===== src/rtl/clkgen_pkg.sv =====
// Shared types and defaults for the clk_div_pwm divider.
package clkgen_pkg;

  localparam int unsigned DefWidth  = 8;
  localparam int unsigned DefPeriod = 10;
  localparam int unsigned DefHigh   = 5;

  typedef enum logic [1:0] {
    StIdle,
    StRun,
    StDrain
  } state_e;

endpackage


===== src/rtl/clk_div_pwm_if.sv =====
// Configuration valid/ready port for clk_div_pwm.
interface clk_div_pwm_if
  import clkgen_pkg::*;
#(
  parameter int unsigned WIDTH = DefWidth
) ();

  logic             cfg_valid;
  logic             cfg_ready;
  logic [WIDTH-1:0] cfg_period;
  logic [WIDTH-1:0] cfg_high;

  modport master (output cfg_valid, output cfg_period, output cfg_high, input cfg_ready);
  modport slave  (input cfg_valid, input cfg_period, input cfg_high, output cfg_ready);

endinterface


===== src/rtl/clk_div_pwm.sv =====
// Programmable clock divider with duty control; new period/high values are
// shadowed and only take effect at period boundaries so clk_out never glitches.
module clk_div_pwm
  import clkgen_pkg::*;
#(
  parameter int unsigned WIDTH      = DefWidth,
  parameter int unsigned DEF_PERIOD = DefPeriod,
  parameter int unsigned DEF_HIGH   = DefHigh
) (
  input  logic          clk,
  input  logic          rst_n,
  input  logic          enable,
  clk_div_pwm_if.slave  cfg,
  output logic          clk_out,
  output logic          tick,
  output logic          running
);

  state_e           state_q, state_d;
  logic [WIDTH-1:0] cnt_q, cnt_d;
  logic [WIDTH-1:0] per_q, per_d;
  logic [WIDTH-1:0] hi_q, hi_d;
  logic [WIDTH-1:0] pper_q, pper_d;
  logic [WIDTH-1:0] phi_q, phi_d;
  logic             pending_q, pending_d;
  logic             ready_q, ready_d;
  logic             clk_out_q, clk_out_d;
  logic             tick_q, tick_d;
  logic             accept, last, boundary;

  assign accept   = cfg.cfg_valid && ready_q;
  assign last     = (cnt_q == per_q - WIDTH'(1));
  assign boundary = (state_q == StIdle) || last;

  always_comb begin
    state_d   = state_q;
    cnt_d     = cnt_q;
    per_d     = per_q;
    hi_d      = hi_q;
    pper_d    = pper_q;
    phi_d     = phi_q;
    pending_d = pending_q;

    unique case (state_q)
      StIdle: begin
        cnt_d = '0;
        if (enable) state_d = StRun;
      end
      StRun: begin
        cnt_d = last ? '0 : cnt_q + WIDTH'(1);
        // Dropping enable on the last cycle has nothing left to drain.
        if (!enable) state_d = last ? StIdle : StDrain;
      end
      StDrain: begin
        cnt_d = last ? '0 : cnt_q + WIDTH'(1);
        if (enable)    state_d = StRun;
        else if (last) state_d = StIdle;
      end
      default: begin
        state_d = StIdle;
        cnt_d   = '0;
      end
    endcase

    // accept requires ready, so it never coincides with a pending apply.
    if (boundary && pending_q) begin
      per_d     = pper_q;
      hi_d      = phi_q;
      pending_d = 1'b0;
    end
    if (accept) begin
      pper_d    = (cfg.cfg_period == '0) ? WIDTH'(1) : cfg.cfg_period;
      phi_d     = cfg.cfg_high;
      pending_d = 1'b1;
    end

    ready_d   = !pending_d;
    clk_out_d = (state_d != StIdle) && (cnt_d < hi_d);
    tick_d    = (state_d != StIdle) && (cnt_d == '0);
  end

  always_ff @(posedge clk or negedge rst_n) begin
    if (!rst_n) begin
      state_q   <= StIdle;
      cnt_q     <= '0;
      per_q     <= WIDTH'(DEF_PERIOD);
      hi_q      <= WIDTH'(DEF_HIGH);
      pper_q    <= '0;
      phi_q     <= '0;
      pending_q <= 1'b0;
      ready_q   <= 1'b1;
      clk_out_q <= 1'b0;
      tick_q    <= 1'b0;
    end else begin
      state_q   <= state_d;
      cnt_q     <= cnt_d;
      per_q     <= per_d;
      hi_q      <= hi_d;
      pper_q    <= pper_d;
      phi_q     <= phi_d;
      pending_q <= pending_d;
      ready_q   <= ready_d;
      clk_out_q <= clk_out_d;
      tick_q    <= tick_d;
    end
  end

  assign cfg.cfg_ready = ready_q;
  assign clk_out       = clk_out_q;
  assign tick          = tick_q;
  assign running       = (state_q != StIdle);

endmodule


===== src/flat_wrapper.sv =====
// flat-port wrapper written by rule: the top's interface ports become plain ports
module clk_div_pwm_flat import clkgen_pkg::*;
#(
  parameter int unsigned WIDTH      = DefWidth,
  parameter int unsigned DEF_PERIOD = DefPeriod,
  parameter int unsigned DEF_HIGH   = DefHigh
)
  (clk, rst_n, enable, clk_out, tick, running, cfg_cfg_valid, cfg_cfg_period, cfg_cfg_high, cfg_cfg_ready);
  clk_div_pwm_if #(.WIDTH(WIDTH)) cfg_i ();
  input  logic clk;
  input  logic rst_n;
  input  logic enable;
  output logic clk_out;
  output logic tick;
  output logic running;
  input wire logic [$bits(cfg_i.cfg_valid)-1:0] cfg_cfg_valid;
  input wire logic [$bits(cfg_i.cfg_period)-1:0] cfg_cfg_period;
  input wire logic [$bits(cfg_i.cfg_high)-1:0] cfg_cfg_high;
  output wire logic [$bits(cfg_i.cfg_ready)-1:0] cfg_cfg_ready;
  assign cfg_i.cfg_valid = cfg_cfg_valid;
  assign cfg_i.cfg_period = cfg_cfg_period;
  assign cfg_i.cfg_high = cfg_cfg_high;
  assign cfg_cfg_ready = cfg_i.cfg_ready;
  clk_div_pwm #(.WIDTH(WIDTH), .DEF_PERIOD(DEF_PERIOD), .DEF_HIGH(DEF_HIGH)) u_core (.clk(clk), .rst_n(rst_n), .enable(enable), .cfg(cfg_i), .clk_out(clk_out), .tick(tick), .running(running));
endmodule

===== config.mk =====
export PLATFORM = sky130hd
export DESIGN_NAME = clk_div_pwm_flat
export DESIGN_NICKNAME = d
export VERILOG_FILES = /design/src/rtl/clkgen_pkg.sv /design/src/rtl/clk_div_pwm_if.sv /design/src/rtl/clk_div_pwm.sv /design/src/flat_wrapper.sv
export SDC_FILE = /design/constraint.sdc
export NUM_CORES = 1
export LEC_CHECK = 0
export ABC_AREA = 1
export CAP_MARGIN = 20
export CORE_MARGIN = 4
export CORE_UTILIZATION = 50
export CTS_BUF_LIST = sky130_fd_sc_hd__clkbuf_8 sky130_fd_sc_hd__clkbuf_16
export DETAILED_ROUTE_END_ITERATION = 12
export PLACE_DENSITY = 0.71
export SYNTH_ARGS = -nofsm -noshare
export SYNTH_HDL_FRONTEND = slang
export SYNTH_SLANG_ARGS = --single-unit

===== constraint.sdc =====
create_clock -name clk -period 3.93 [get_ports clk]
set_input_delay 0.786 -clock clk [delete_from_list [all_inputs] [get_ports clk]]
set_output_delay 0.786 -clock clk [all_outputs]
set_load 0.01 [all_outputs]

==> metrics.md <==
| Metric | Value |
|---|---|
| Run status | complete, no violations |
| Antenna diode instance count | 0 |
| Worst Skew | 0.00928 ns |
| TritonCTS Buffers | 5 |
| Clock Latency Late Sink | 0.29 ns |
| Netlist cell types | 34 |
| DP HPWL | 3.41 mm |
| Drt pass-1 iters | 4 |
| Final TNS setup | 0 ns |
| Maximum clock rate | 329 MHz |
| Ys async rst share | 100% |
| Cell row count | 25 |
| FF+latch count, synth | 46 |
| Tot Pwr | 2.07 mW |
| Final antenna-violating net count | 0 |
| CTS tree | built |
| Leak Pwr | 1.45 nW |
| Post_cts resized | 0 |
| # DRC | 0 |
| Dominant cell type by area after synthesis | dfrtp_1 |
| I/O Buffers | 23 |
| Via/cell ratio | 4.75 |
| Die width | 78.5 um |
| Largest net degree at the start of global routing | 47 |
| Gr usage total | 16.5% |
| Cell Area, Synth | 2480 sq um |
| Final Wtd Congestion | 0.810 |
| Highest Signal Layer | met4 |
| Avg Cell Area, Syn | 8.57 sq um |
| Crit path required time | 4.16 ns |
| Max transition margin | 42.6% |
| Grt total ovfl | 0 |
| Yosys warnings | 0 |
| Maximum clock path buffer count | 2 |
| Post-CTS Hold Buffers | 0 |
| Clock slew at reported path FFs | 0.08 ns |
| Met1 WL | 2.21 mm |
| Max H-tree Level | 2 |
| Met2 WL post-DR | 2.01 mm |
| CP Launch Type | flop |
| VDD IR max | 0.380 mV |
| Initial DRC count | 43 |
| Least-Margin Pin Slew | 0.859 ns |
| Syn nets | 323 |
| Core area | 4750 sq um |
| CTS root buffer | clkbuf_8 |
| Layout cells sized above 1 | 15.1% |
| R2r setup slk | 0.89 ns |
| Pins Over Slew Limit | 0 |
| DR WL/cell | 11.5 um |
| First-pass GRT wire length | 7.96 mm |
| Synth Instances | 290 |
| Worst min path class | in -> async |
| Final Cycle Share | 77.4% |
| Vias in the first global route | 1,811 |
| Post-CTS setup buffer count | 0 |
| Die area | 6160 sq um |
| Top Ports | 24 |
| Post-synth top cells | nand2_1, inv_1, dfrtp_1, nor2_1, a21oi_1 |
| CTS Sinks | 46 |
| Die Y | 78.5 um |
| Fin. Hold Viols | 0 |
| RSZ-0062 raised after global routing | false |
| Critical Path AT | 3.27 ns |
| Crit path time final | 3.04 ns |
| Initial antenna violation count | 0 |
| Most common cell in the synthesized netlist | nand2_1 |
| Initial Utilization | 52.3% |
| Met3 routed WL | 140 um |
| Ys flop type | dfrtp_1 |
| Max cap viols | 0 |
| Post-synth EDFFs | 0 |
| Power per cell area | 724 nW/um^2 |
| Crit end category | flop |
| NumNets Final | 349 |
| Final setup fails | 0 |
| Via count | 1,825 |
| Synth area leaders | dfrtp_1, nand2_1, ha_1, inv_1, dfstp_2 |
| Seq/Total Area, Yosys | 46.6% |
| Synth top area share | 41.3% |
| Total Wirelength | 4.44 mm |
| CP max FO | 30 |
| Final Util | 60.1% |
| Crit path kind | reg -> reg |
| Area Growth Syn to Fin | 15.1% |
## placed cells by master (no fill, tap or decap)
| cell | netlist | routed |
|---|---|---|
| o21a_1 | 1 | 1 |
| nor2_4 | 2 | 2 |
| xnor2_1 | 5 | 5 |
| mux2_2 | 6 | 6 |
| buf_2 | 1 | 1 |
| nor3_2 | 3 | 3 |
| a21oi_2 | 1 | 1 |
| o211ai_1 | 1 | 1 |
| nor3_1 | 2 | 2 |
| nor3b_2 | 2 | 2 |
| o21ai_0 | 6 | 6 |
| dfrtp_1 | 41 | 41 |
| nand2_1 | 62 | 62 |
| inv_1 | 42 | 45 |
| nand2_2 | 3 | 3 |
| clkbuf_8 | 0 | 5 |
| dfstp_2 | 5 | 5 |
| nor4_1 | 1 | 1 |
| nand3b_1 | 1 | 1 |
| clkdlybuf4s50_1 | 0 | 22 |
| buf_12 | 0 | 1 |
| nand2_4 | 3 | 3 |
| inv_2 | 10 | 10 |
| a31oi_1 | 1 | 1 |
| and2_1 | 1 | 1 |
| o21ai_1 | 12 | 12 |
| nor3b_1 | 1 | 1 |
| nor2_1 | 21 | 21 |
| xor2_1 | 3 | 3 |
| a21oi_1 | 15 | 15 |
| nand4_1 | 1 | 1 |
| ha_1 | 13 | 13 |
| nand3_1 | 14 | 14 |
| nor2_2 | 5 | 5 |
| mux2_4 | 1 | 1 |
## worst max-delay path, cell delays in order, from the launching register on
cell,delay (ns)
dfstp_2,0.54
inv_1,0.06
ha_1,0.29
inv_1,0.04
nand2_1,0.05
nand2_1,0.04
nor2_1,0.10
nand2_1,0.06
nor2_1,0.09
nand2_1,0.09
nor2_4,0.11
nand2_4,0.09
nand2_4,0.07
nand2_2,0.30
o21ai_1,0.32
ha_1,0.28
a21oi_1,0.15
o21a_1,0.14
nand2_1,0.06
a21oi_2,0.09
## per-layer routing
metal,vias to the layer above,global-route usage (%)
met5,-,0
li1,959,-
met1,838,21.6
met3,6,3.44
met4,0,6.29
met2,22,26.8
## state kept, by name, summed over array words and instances, names as in the netlist
| signal | flops |
|---|---|
| u_core.pper_q | 8 |
| u_core.state_q | 2 |
| u_core.tick | 1 |
| u_core.clk_out | 1 |
| u_core.hi_q | 8 |
| u_core.cfg.cfg_ready | 1 |
| u_core.per_q | 8 |
| u_core.phi_q | 8 |
| u_core.cnt_q | 8 |
| u_core.pending_q | 1 |
## power breakdown
part	internal [mW]	leakage (nW)	switching [mW]	total, mW
Combinational	0.398	0.852	0.583	0.981
Clock	0.119	0.0519	0.145	0.263
Sequential	0.698	0.547	0.128	0.827
Total	1.21	1.45	0.856	2.07
## logic make-up (layout without fill, tap and decap cells)
group	Yosys count	in the layout	synth area share, %
DFF	46	46	46.6
AOI/OAI and AO/OA	37	37	7.86
adders and majority gates	13	13	6.55
xor gates and xnor gates	8	8	2.82
muxes	7	7	3.32
and+or+nand+nor	122	122	23.6
buffers and inverters	57	84	9.26
## layout make-up
class	instances	area, sq um
Sequential cell	46	1160
Multi-Input combinational cell	187	1100
Timing Repair Buffer	24	245
Fill cell	432	1900
Clock buffer	5	68.8
Clock inverter	3	11.3
Inverter	52	195
Tap cell	67	83.8
## through the flow
step | cell area, sq um | instances | setup WS (ns) | hold slack, ns
floorplan | 2480 | 290 | 1.32 | 0.453
finish | 2860 | 384 | 0.887 | 0.401
global placement | 2760 | 375 | 0.994 | 0.474
detailed placement | 2760 | 375 | 0.908 | 0.474
global route | 2860 | 384 | 0.616 | 0.410
CTS | 2840 | 383 | 0.885 | 0.493
## path summary, 6_finish.rpt
kind                       cells after the start              from               end
min in group clk                               2  u_core.pper_q[1]  u_core.pper_q[1]
hold reg to reg                                2  u_core.pper_q[1]  u_core.pper_q[1]
setup reg to reg                              19   u_core.per_q[1]    u_core.clk_out
hold / removal                                 1             rst_n   u_core.phi_q[1]
max in group asynchronous                      2             rst_n    u_core.hi_q[0]
setup / recovery                              19   u_core.per_q[1]    u_core.clk_out
Note: power is estimated with default switching activity, not from simulation.
